[src/rtl/irq_source_unit.sv]
// irq_source_unit: synchronises and latches interrupt sources, holds MSIP and the machine timer, and drives mip_in
module irq_source_unit #(
    parameter int N_SRC   = 8,
    parameter int TIMER_W = 32
) (
    input  logic             clk,
    input  logic             reset_n,
    input  logic [N_SRC-1:0] irq_src,
    input  logic             reg_we,
    input  logic             reg_re,
    input  logic [2:0]       reg_addr,
    input  logic [31:0]      reg_wdata,
    output logic [31:0]      reg_rdata,
    input  logic             ack_valid,
    input  logic [4:0]       ack_code,
    output logic [31:0]      mip_in
);
    logic [N_SRC-1:0] s1, s2, s2_d, enable, edge_cfg, pending, pending_nxt;
    logic [N_SRC-1:0] src, ext_mask, ack_mask, w1c_mask;
    logic [TIMER_W-1:0] mtime, mtimecmp, prescale, pc, mtime_nxt, pc_nxt;
    logic msip, timer_hit, tick;
    logic wr_en, wr_edge, wr_pend, wr_msip, wr_mtime, wr_cmp, wr_pre;
    logic [31:0] rd_val;

    assign wr_en    = reg_we && reg_addr == 3'd0;
    assign wr_edge  = reg_we && reg_addr == 3'd1;
    assign wr_pend  = reg_we && reg_addr == 3'd2;
    assign wr_msip  = reg_we && reg_addr == 3'd3;
    assign wr_mtime = reg_we && reg_addr == 3'd4;
    assign wr_cmp   = reg_we && reg_addr == 3'd5;
    assign wr_pre   = reg_we && reg_addr == 3'd6;

    assign timer_hit = mtime >= mtimecmp;
    assign tick      = pc == prescale;
    assign mtime_nxt = wr_mtime ? reg_wdata[TIMER_W-1:0] : tick ? mtime + TIMER_W'(1) : mtime;
    assign pc_nxt    = (wr_mtime || wr_pre || tick) ? '0 : pc + TIMER_W'(1);

    // Sources 3 and 7 are internal (MSIP, timer); only the others latch pending.
    always_comb begin
        for (int i = 0; i < N_SRC; i++) begin
            ext_mask[i] = i != 3 && i != 7;
            src[i]      = i == 3 ? msip : i == 7 ? timer_hit : pending[i];
        end
    end

    assign ack_mask    = ack_valid && {27'd0, ack_code} < 32'(N_SRC) ? N_SRC'(1) << ack_code : '0;
    assign w1c_mask    = wr_pend ? reg_wdata[N_SRC-1:0] : '0;
    // A fresh edge is ORed in after the clear so it wins over a same-cycle clear.
    assign pending_nxt = ext_mask & ((edge_cfg & ((pending & ~(w1c_mask | ack_mask)) | (s2 & ~s2_d)))
                                     | (~edge_cfg & s2));

    always_comb begin
        case (reg_addr)
            3'd0:    rd_val = 32'(enable);
            3'd1:    rd_val = 32'(edge_cfg);
            3'd2:    rd_val = 32'(src);
            3'd3:    rd_val = {31'd0, msip};
            3'd4:    rd_val = 32'(mtime);
            3'd5:    rd_val = 32'(mtimecmp);
            3'd6:    rd_val = 32'(prescale);
            default: rd_val = '0;
        endcase
    end

    always_ff @(posedge clk or negedge reset_n) begin
        if (!reset_n) begin
            s1        <= '0;
            s2        <= '0;
            s2_d      <= '0;
            pending   <= '0;
            mip_in    <= '0;
            reg_rdata <= '0;
        end else begin
            s1      <= irq_src;
            s2      <= s1;
            s2_d    <= s2;
            pending <= pending_nxt;
            mip_in  <= 32'(src & enable);
            if (reg_re) reg_rdata <= rd_val;
        end
    end

    always_ff @(posedge clk or negedge reset_n) begin
        if (!reset_n) begin
            enable   <= '0;
            edge_cfg <= '0;
            msip     <= 1'b0;
            mtime    <= '0;
            mtimecmp <= '1;
            prescale <= '0;
            pc       <= '0;
        end else begin
            if (wr_en) enable <= reg_wdata[N_SRC-1:0];
            if (wr_edge) edge_cfg <= reg_wdata[N_SRC-1:0];
            if (wr_msip) msip <= reg_wdata[0];
            if (wr_cmp) mtimecmp <= reg_wdata[TIMER_W-1:0];
            if (wr_pre) prescale <= reg_wdata[TIMER_W-1:0];
            mtime <= mtime_nxt;
            pc    <= pc_nxt;
        end
    end
endmodule

[config.mk]
export PLATFORM = sky130hd
export DESIGN_NAME = irq_source_unit
export DESIGN_NICKNAME = d
export VERILOG_FILES = /design/src/rtl/irq_source_unit.sv
export SDC_FILE = /design/constraint.sdc
export NUM_CORES = 1
export LEC_CHECK = 0
export ABC_AREA = 0
export ABC_CLOCK_PERIOD_IN_PS = 5800
export CAP_MARGIN = 10
export CORE_ASPECT_RATIO = 1.2
export CORE_MARGIN = 2
export CORE_UTILIZATION = 30
export CTS_CLUSTER_SIZE = 10
export DETAILED_ROUTE_END_ITERATION = 7
export PLACE_DENSITY = 0.47
export SYNTH_ARGS = -nofsm -noshare
export SYNTH_HDL_FRONTEND = slang
export SYNTH_SLANG_ARGS = --single-unit
[constraint.sdc]
create_clock -name clk -period 5.8 [get_ports clk]
set_clock_uncertainty 0.15 [all_clocks]
set_input_delay 0.58 -clock clk [delete_from_list [all_inputs] [get_ports clk]]
set_output_delay 0.58 -clock clk [all_outputs]
set_load 0.02 [all_outputs]
Word level (Yosys, flattened, before mapping)
Cells that the tools add are included.
- shift operators: 1
- reductions and logical operators: 12
- equal/unequal tests: 7
- bitwise gates (word level): 11
- add/subtract/negate cells: 2
- magnitude comparators: 2
- multiplexer cells: 6
- operators with widths (operator ; count):
    $pmux 32 s7 ; 1
    $mux 32 ; 3
    $add 32x1->32 const B ; 2
    $eq 32x32->1 ; 1
    $ge 32x32->1 ; 1
    $and 7x7->7 ; 4
    $not 7->7 ; 3
    $or 7x7->7 ; 3
    $mux 7 ; 2
    $eq 3x3->1 const B ; 3
    $and 8x8->8 ; 1
    $logic_and 1x1->1 ; 8
    $shl 1x5->7 const A ; 1
    $eq 3x2->1 const B ; 2
    $lt 5x4->1 const B ; 1
    $eq 3x1->1 const B ; 1
    $logic_not 3->1 ; 1
    $logic_or 1x1->1 ; 2
    $reduce_bool 2->1 ; 1
- logic and storage cells: 54
- bits of input ports: 53
- register bits after elaboration: 212

Longest topological paths before layout
Gate-level depths: netlist of the first run.
- depth after elaboration: 9
- mapped depth: 8
- gate-level depth less buffers: 8

Worst setup path after synthesis of the first run
OpenSTA, ideal clock, no wires.
- path type: input to register
- start point: input port reg_addr[0]
- end point: register edge_cfg[0]
- data arrival time: 2.076 ns
- stages on the path: 5
- setup slack: 3.449 ns
- data required time: 5.525 ns
- setup time: 0.125 ns
- cell sequence: buf_2 buf_2 nand2_1 nor3_1 mux2_2
- word-level cells in the longest chain between the ends: 2
- RTL lines (item ; line ; source):
    from (decl) ; 11 ; input logic [2:0] reg_addr,
    $eq 3x1->1 ; 26 ; assign wr_edge = reg_we && reg_addr == 3'd1;
    $logic_and 1x1->1 ; 26 ;
    to (signal assigned) ; 94 ; if (wr_edge) edge_cfg <= reg_wdata[N_SRC-1:0];
    to (decl) ; 18 ; logic [N_SRC-1:0] s1, s2, s2_d, enable, edge_cfg, pending, pending_nxt;
No other way between the ends.
A chain may end at the register's enable or synchronous reset.

Worst setup path in the final report of the first run
- start point: register prescale[5]
- end point: register pc[18]
- word-level cells in the longest chain between the ends: 3
- RTL lines (item ; line ; source):
    from (decl) ; 20 ; logic [TIMER_W-1:0] mtime, mtimecmp, prescale, pc, mtime_nxt, pc_nxt;
    from (signal assigned) ; 97 ; if (wr_pre) prescale <= reg_wdata[TIMER_W-1:0];
    $eq 32x32->1 ; 34 ; assign tick = pc == prescale;
    $logic_or 1x1->1 ; 36 ; assign pc_nxt = (wr_mtime || wr_pre || tick) ? '0 : pc + TIMER_W'(1);
    $mux 32 ; 36 ;
    named net pc_nxt[18] ; 20 ;
    to (signal assigned) ; 99 ; pc <= pc_nxt;
    to (decl) ; 20 ;
The timed path passes the listed nets, and every way through them passes these cells.

==> flow_summary.json, run 1 <==
{
  "antenna_found_initial": 0,
  "slew_headroom": 0.253,
  "die_area_um2": 38700,
  "crit_required_ps": 6040,
  "wire_per_inst_um": 19.1,
  "rsz0062_at_grt": "false",
  "yosys-top-cells-area": "dfrtp_1 40%, mux2_2 8.6%, dfstp_2 7.6%",
  "syn_to_final_growth_pct": 18.2,
  "end_kind": "flop",
  "cts_buffer_depth": 3,
  "clk_latency_ps": 530,
  "grt_max_degree": 114,
  "grt_pass1_vias": 8007,
  "synth-main-ff-cell": "dfrtp_1",
  "synth_warnings": 0,
  "dp_hpwl_um": 21700,
  "place_congestion": 0.778,
  "drtPass1Iterations": 5,
  "routed_wl_um": 31100,
  "syn_avg_cell_area_um2": 10.6,
  "cts_resized": 0,
  "start_util": 0.303,
  "timing.final.crit_share": 0.523,
  "diodes": 0,
  "netlist_area_um2": 11100,
  "yosys.area.top_type": "dfrtp_1",
  "p_int_w": 0.00301,
  "ios": 117,
  "p_seq_frac": 0.450,
  "cts_tree": "yes",
  "critPathArrivalTime_ps": 3280,
  "synth_seq_area_share": 0.473,
  "p_leak_nw": 5.53,
  "swShare": 0.311,
  "fmax_mhz": 330,
  "fin_setup_tns_ps": 0,
  "track_usage": 0.161,
  "synth_top_area_frac": 0.398,
  "ctsHoldBuffers": 1,
  "drv_cap": 0,
  "power_w": 0.00437,
  "final_antenna_net_count": 0,
  "ys_types": 59,
  "setup_viol": 0,
  "htree_levels": 1,
  "crit_fanout": 32,
  "hp-class": "reg -> reg",
  "setup.worst_path.class": "reg -> reg",
  "synth_commonest_cells": "177 x dfrtp_1, 89 x nand2_1, 85 x mux2_2, 78 x nor2_1, 45 x xor2_1",
  "clk_pin_slew_ps": 60,
  "gr-total-overflow": 0,
  "rows": 77,
  "clockRootBuffer": "clkbuf_16",
  "power.share.clock": 0.331,
  "ys_async_sr_fraction": 1.00,
  "numClockSinks": 209,
  "worst_setup_path_start_kind": "flop",
  "grt_pass1_wl_um": 48800,
  "vdd_drop_max_mv": 0.207,
  "post_route_cells_drive_above_1_share": 0.158,
  "layout_min_cycle_time_ps": 3030,
  "final_net_count": 1225,
  "p_per_area_nw_per_um2": 332,
  "synth-edff-count": 0,
  "ys_ff_latch": 209,
  "worst_slew_pin_slew_ps": 1120,
  "hold_violations": 0,
  "vias_per_cell": 4.89,
  "drcViolationCount": 0,
  "fp.dieW_um": 180,
  "synth_most_common_cell": "dfrtp_1",
  "syn_inst": 1055,
  "portBuffers": 90,
  "first_iter_violations": 370,
  "cts_inserted_buffers": 25,
  "coreArea_um2": 36700,
  "outcome": "complete, no violations",
  "die_y_um": 215,
  "cts_setup_buffers": 0,
  "p_comb_frac": 0.219,
  "p_sw_w": 0.00136,
  "vias": 7975,
  "slew_viol_final": 0
}
final cells by class:
class	instances	area [µm²]
Fill cell	3699	23500
Tap cell	474	593
Multi-Input combinational cell	759	5420
Clock buffer	43	713
Timing Repair Buffer	103	1010
Sequential cell	209	5270
Clock inverter	2	13.8
Inverter	40	150
worst max-delay path, cell delays in order (launching register included):
cell and delay [ps]:
dfrtp_1 450, xor2_1 200, nor4_1 530, nand4_2 500
nor3_2 430, nand3b_1 170, buf_4 370, nor2_1 100
sequential cells by signal (all words and copies together) (netlist names):
name and cells:
pc 32, s2_d 6, mip_in 8, pending 6, prescale 32, s2 6, enable 8, s1 6
msip 1, edge_cfg 8, reg_rdata 32, mtime 32, mtimecmp 32
stage by stage:
stage	hold slack, ps	cell area (µm²)	std cells	worst slack, ps	utilization
2_1_floorplan	134	11200	1078	3450	-
3_3_place_gp	186	12400	1584	2460	0.339
3_5_place_dp	186	12400	1584	2410	0.339
4_1_cts	199	13200	1630	2670	0.359
5_1_grt	210	13200	1630	2480	0.359
6_report	198	13200	1630	2770	0.359
path summary, 6_finish.rpt:
| check | cells past startpoint | endpoint | slack, ps | start |
|---|---|---|---|---|
| max | 7 | pc[18]$_DFF_PN0_ | 2770 | prescale[5]$_DFFE_PN0P_ |
| min | 0 | s2[6]$_DFF_PN0_ | 200 | s1[6]$_DFF_PN0_ |
| max reg2reg | 7 | pc[18]$_DFF_PN0_ | 2770 | prescale[5]$_DFFE_PN0P_ |
| min reg2reg | 0 | s2[6]$_DFF_PN0_ | 200 | s1[6]$_DFF_PN0_ |
| max in group asynchronous | 3 | prescale[2]$_DFFE_PN0P_ | 3880 | reset_n |
| min in group asynchronous | 2 | s2[5]$_DFF_PN0_ | 510 | reset_n |
routing by layer:
metal | track usage | wire length [µm] | vias up
li1 | - | - | 3864
met5 | 0 | 0 | -
met2 | 0.287 | 15700 | 138
met4 | 0.0417 | 609 | 0
met3 | 0.0224 | 1030 | 31
met1 | 0.204 | 13700 | 3942
cell usage in the layout, fill, tap and decap left out, drive strengths merged, types with 42 or more instances in the layout:
cell type	Yosys	final
nor2	79	79
mux2i	44	44
nand3	45	45
mux2	85	85
a21oi	42	42
clkbuf	29	43
xor2	45	45
nand2	89	89
dfrtp	177	177
clkdlybuf4s50	0	87
kinds of logic after synthesis:
| logic type | count (synthesis) | synth area share |
|---|---|---|
| and+or+nand+nor | 341 | 0.161 |
| DFF | 209 | 0.473 |
| AOI/OAI and AO/OA | 153 | 0.0896 |
| muxes | 130 | 0.128 |
| buffers and inverters | 110 | 0.0498 |
| xor gates and xnor gates | 77 | 0.0606 |
| adders and majority gates | 34 | 0.0382 |
| other | 1 | 0.000337 |
power by group through the flow:
stage / sequential (W) / combinational, W / clock (W)
floorplan: 0.00195 / 0.000638 / 0
global placement: 0.00199 / 0.000960 / 0
detailed placement: 0.00199 / 0.000973 / 0
CTS: 0.00197 / 0.000978 / 0.00150
global route: 0.00201 / 0.00108 / 0.00156
finish: 0.00197 / 0.000957 / 0.00145
Power figures use the tool's default switching activity.
==> inputs of run 2 (changes only) <==
- ABC_CLOCK_PERIOD_IN_PS: 5800 -> 2990
- clock period: 5.8 -> 2.99 ns (I/O delays scaled with it)
==> run 2 against run 1 <==
- die area unchanged
- cell count is 2.2% higher
- global-route usage increased by 0.15 points
- combinational power grew 100%
- first-iteration DRC count grew 12%
- clock power rose by 100%
- critical endpoint is now mtime[17]$_DFFE_PN0P_
- highest routed layer unchanged
==> flow_summary.json, run 2 (synthesis results as in run 1) <==
{
  "timing.final.crit_share": 0.880,
  "vias_per_cell": 4.84,
  "gr-total-overflow": 0,
  "power.share.clock": 0.341,
  "fp.dieW_um": 180,
  "vdd_drop_max_mv": 0.439,
  "cts_inserted_buffers": 26,
  "htree_levels": 1,
  "clk_latency_ps": 550,
  "antenna_found_initial": 0,
  "p_int_w": 0.00605,
  "post_route_cells_drive_above_1_share": 0.184,
  "layout_min_cycle_time_ps": 2630,
  "outcome": "complete, no violations",
  "layout_commonest_cell": "dfrtp_1",
  "rsz0062_at_grt": "false",
  "routed_wl_um": 31000,
  "diodes": 0,
  "slew_viol_final": 0,
  "wire_per_inst_um": 18.6,
  "cts_buffer_depth": 3,
  "crit_fanout": 6,
  "die_y_um": 215,
  "p_leak_nw": 5.74,
  "cts_tree": "yes",
  "portBuffers": 90,
  "layout_setup_ws_ps": 359,
  "p_per_area_nw_per_um2": 644,
  "grt_pass1_wl_um": 49300,
  "clk_pin_slew_ps": 60,
  "first_iter_violations": 413,
  "slew_headroom": 0.557,
  "setup.worst_path.class": "reg -> reg",
  "final_cell_mix": "177 x dfrtp_1, 89 x nand2_1, 87 x clkdlybuf4s50_1, 85 x mux2_2, 78 x nor2_1",
  "setup_viol": 0,
  "hp-class": "in -> reg",
  "critPathArrivalTime_ps": 2910,
  "placed_area_um2": 12700,
  "cts_resized": 0,
  "drv_cap": 0,
  "drtPass1Iterations": 4,
  "fmax_mhz": 380,
  "syn_to_final_growth_pct": 21.5,
  "worst_slew_pin_slew_ps": 664,
  "place_inst": 1617,
  "p_sw_w": 0.00267,
  "swShare": 0.306,
  "final_net_count": 1259,
  "crit_path_cell_trace": "xnor2_1, nand4_2, or4_1, nor4_4, mux2i_1, nand3_1",
  "crit_path_top_delay_cell": "or4_1",
  "place_congestion": 0.800,
  "ios": 117,
  "vias": 8068,
  "track_usage": 0.162,
  "worst_setup_path_start_kind": "flop",
  "fin_setup_tns_ps": 0,
  "fin_area_um2": 13500,
  "crit_required_ps": 3260,
  "die_area_um2": 38700,
  "end_kind": "flop",
  "hold_violations": 0,
  "cp_top_family": "simple AND/OR/NAND/NOR gates",
  "power_w": 0.00872,
  "clockRootBuffer": "clkbuf_16",
  "numClockSinks": 209,
  "dp_slack_ps": 339,
  "critical_path_buf_inv_count": 0,
  "p_comb_frac": 0.222,
  "layout.cells.non_filler": 1666,
  "drcViolationCount": 0,
  "final_antenna_net_count": 0,
  "grt_max_degree": 75,
  "dp_hpwl_um": 22500,
  "start_util": 0.303,
  "rows": 77,
  "p_seq_frac": 0.436,
  "grt_pass1_vias": 8289,
  "cp_slowest_stage_delay_ps": 740,
  "coreArea_um2": 36700
}
## run 2: metrics by stage
step / util / hold WS [ps]
2_1_floorplan: - / -147
3_3_place_gp: 0.347 / 178
3_5_place_dp: 0.347 / 180
4_1_cts: 0.369 / 14.6
5_1_grt: 0.369 / 38.5
6_report: 0.369 / 43.0
## run 2: per-layer routing
| layer | routed length [µm] | global-route usage | up-vias | part of all wire |
|---|---|---|---|---|
| li1 | - | - | 3936 | - |
| met1 | 13700 | 0.205 | 3956 | 0.44 |
| met2 | 15600 | 0.287 | 137 | 0.50 |
| met3 | 977 | 0.0237 | 39 | 0.031 |
| met4 | 751 | 0.0453 | 0 | 0.024 |
| met5 | 0 | 0 | - | 0 |
## run 2: path summary, 6_finish.rpt
path / cells after the start / startpoint / slack, ps / end
hold / removal: 1 / irq_src[2] / 40 / s1[2]$_DFF_PN0_
max in group asynchronous: 3 / reset_n / 1710 / mtimecmp[25]$_DFFE_PN1P_
hold reg to reg: 0 / s1[1]$_DFF_PN0_ / 200 / s2[1]$_DFF_PN0_
setup / recovery: 6 / pc[15]$_DFF_PN0_ / 360 / mtime[17]$_DFFE_PN0P_
min in group asynchronous: 2 / reset_n / 160 / reg_rdata[9]$_DFFE_PN0P_
setup reg to reg: 6 / pc[15]$_DFF_PN0_ / 360 / mtime[17]$_DFFE_PN0P_
## run 2: area by class of cell
| class | instances | area, µm² |
|---|---|---|
| Timing Repair Buffer | 136 | 1310 |
| Fill cell | 3657 | 23200 |
| Clock buffer | 46 | 787 |
| Inverter | 40 | 150 |
| Sequential cell | 209 | 5270 |
| Tap cell | 474 | 593 |
| Multi-Input combinational cell | 759 | 5410 |
| Clock inverter | 2 | 12.5 |
## run 2: repair_timing
action | CTS | global route
hold endpoints to repair | 66 | 0
hold buffers | 1 | 0
endpoints found under the setup margin | 0 | 0
buffers inserted | 0 | 0
## run 2: power groups by stage
stage	Sequential, W	Clock [W]	Combinational (W)
after floorplan	0.00378	0	0.00124
after global placement	0.00385	0	0.00193
after detailed placement	0.00386	0	0.00196
after CTS	0.00381	0.00309	0.00197
after global routing	0.00388	0.00320	0.00218
final	0.00380	0.00297	0.00194
==> inputs of run 3 (changes only) <==
- PLACE_DENSITY: 0.47 -> default
==> run 3 against run 2 <==
- routed wire length is 4.0% lower
- count of clock-buffer cells in the layout fell by 3
- die area stayed put
- fmax down 3.8%
- cell count shrank 0.84%
- largest cell class unchanged
==> flow_summary.json, run 3 (synthesis results as in run 1) <==
{
  "clk_pin_slew_ps": 50,
  "r2r_cells": 7,
  "whs_path_depth": 1,
  "fmax_mhz": 366,
  "drcViolationCount": 0,
  "critical_path_buf_inv_count": 1,
  "fillCellCount": 3634,
  "p_leak_nw": 5.63,
  "timing.final.crit_share": 0.915,
  "rsz0062_at_grt": "false",
  "dp_hpwl_um": 21600,
  "hp-class": "in -> reg",
  "p_per_area_nw_per_um2": 632,
  "r2r_slack_ps": 260,
  "diodes": 0,
  "fp.dieW_um": 180,
  "die_area_um2": 38700,
  "portBuffers": 90,
  "power_w": 0.00842,
  "crit_path_cell_trace": "xor2_1, nor4_1, nand4_1, buf_4, nor4_4, mux2_2, nand2_1",
  "regToRegEndpoint": "mtime[14]$_DFFE_PN0P_",
  "clockRootBuffer": "clkbuf_16",
  "gr-total-overflow": 0,
  "cts_buffer_depth": 3,
  "first_iter_violations": 366,
  "numClockSinks": 209,
  "setup_viol": 0,
  "swShare": 0.308,
  "critPathArrivalTime_ps": 3050,
  "worst_slew_pin_slew_ps": 663,
  "routed_wl_um": 29800,
  "slew_viol_final": 0,
  "rows": 77,
  "crit_fanout": 6,
  "cts_inserted_buffers": 25,
  "final_cell_mix": "177 x dfrtp_1, 89 x nand2_1, 87 x clkdlybuf4s50_1, 85 x mux2_2, 78 x nor2_1",
  "post_route_cells_drive_above_1_share": 0.171,
  "wire_per_inst_um": 18.0,
  "track_usage": 0.154,
  "cts_setup_buffers": 0,
  "setup.worst_path.class": "reg -> reg",
  "end_kind": "flop",
  "drv_cap": 0,
  "whs_ps": 72.8,
  "vias": 8098,
  "seq_area_um2": 5270,
  "vias_per_cell": 4.90,
  "final_antenna_net_count": 0,
  "cts_tree": "yes",
  "vdd_drop_max_mv": 0.290,
  "htree_levels": 1,
  "drtPass1Iterations": 4,
  "layout_commonest_cell": "dfrtp_1",
  "cp-endpoint": "mtime[14]$_DFFE_PN0P_",
  "p_sw_w": 0.00260,
  "start_util": 0.303,
  "grt_max_degree": 62,
  "cp.depth": 7,
  "slew_headroom": 0.552,
  "antenna_found_initial": 0,
  "p_seq_frac": 0.452,
  "ios": 117,
  "p_comb_frac": 0.225,
  "place_congestion": 0.837,
  "crit_path_top_delay_cell": "nor4_1",
  "fin_setup_tns_ps": 0,
  "outcome": "complete, no violations",
  "final_core_util": 0.363,
  "worst_setup_path_start_kind": "flop",
  "crit_required_ps": 3310,
  "cp_slowest_stage_delay_ps": 470,
  "die_y_um": 215,
  "multi_input_area_um2": 5410,
  "grt_pass1_vias": 8372,
  "crit_start": "pc[19]$_DFF_PN0_",
  "p_int_w": 0.00583,
  "syn_to_final_growth_pct": 19.8,
  "hold_violations": 0,
  "final_net_count": 1247,
  "coreArea_um2": 36700,
  "layout_min_cycle_time_ps": 2730,
  "cp_top_family": "simple AND/OR/NAND/NOR gates",
  "reg2reg_from": "pc[19]$_DFF_PN0_",
  "grt_pass1_wl_um": 47400,
  "power.share.clock": 0.323,
  "clk_latency_ps": 530
}
## run 3: cell count changes in the layout (fill, tap and decap cells not counted), sizes merged
| cell | delta |
|---|---|
| buf | -12 |
| clkbuf | -2 |
| clkinv | +1 |
| clkinvlp | -1 |
## run 3: cell type report
class | count | share of cell area
well taps | 474 | 0.0445
multi-input cells | 759 | 0.405
clock buffers | 43 | 0.0520
clock inverters | 2 | 0.00103
repair buffers | 125 | 0.0907
flip-flops and latches | 209 | 0.395
inverters | 40 | 0.0113
## run 3: how the worst min path moves through the flow
stage                                    to  slack (ps)       startpoint
CTS                         s1[4]$_DFF_PN0_          60       irq_src[4]
finish                      s1[4]$_DFF_PN0_          70       irq_src[4]
global placement            s1[5]$_DFF_PN0_         190          reset_n
detailed placement          s2[1]$_DFF_PN0_         190  s1[1]$_DFF_PN0_
floorplan           edge_cfg[0]$_DFFE_PN0P_        -150          reset_n
global route                s1[4]$_DFF_PN0_          70       irq_src[4]
## run 3: power by group through the flow
stage	logic [W]	clock network [W]	registers (W)
4_1_cts	0.00193	0.00281	0.00381
5_1_grt	0.00212	0.00292	0.00387
3_5_place_dp	0.00191	0	0.00385
6_report	0.00190	0.00272	0.00381
3_3_place_gp	0.00187	0	0.00384
2_1_floorplan	0.00124	0	0.00378
## run 3: metal layers
layer	wire, µm	vias up	track usage
li1	-	3905	-
met1	12400	4026	0.184
met2	15500	129	0.281
met3	1210	38	0.0269
met4	652	0	0.0474
met5	0	-	0
## run 3: through the flow
step                setup WS (ps)  instance area [µm²]  cells
detailed placement            265                12600   1606
finish                        256                13300   1652
floorplan                     645                11200   1078
CTS                           246                13300   1652
global route                 95.9                13300   1652
global placement              300                12600   1606
## run 3: what timing repair did
item / 4_1_cts / 5_1_grt
hold buffers: 1 / 0
endpoints found under the hold margin: 55 / 0
gates resized for setup: 0 / 0
## run 3: worst register-to-register path, cell delays in order, from the launching register on
cell and delay [ps]:
dfrtp_1 430, xor2_1 170, nor4_1 470, nand4_1 330, buf_4 280, nor4_4 410, mux2_2 390, nand2_1 50
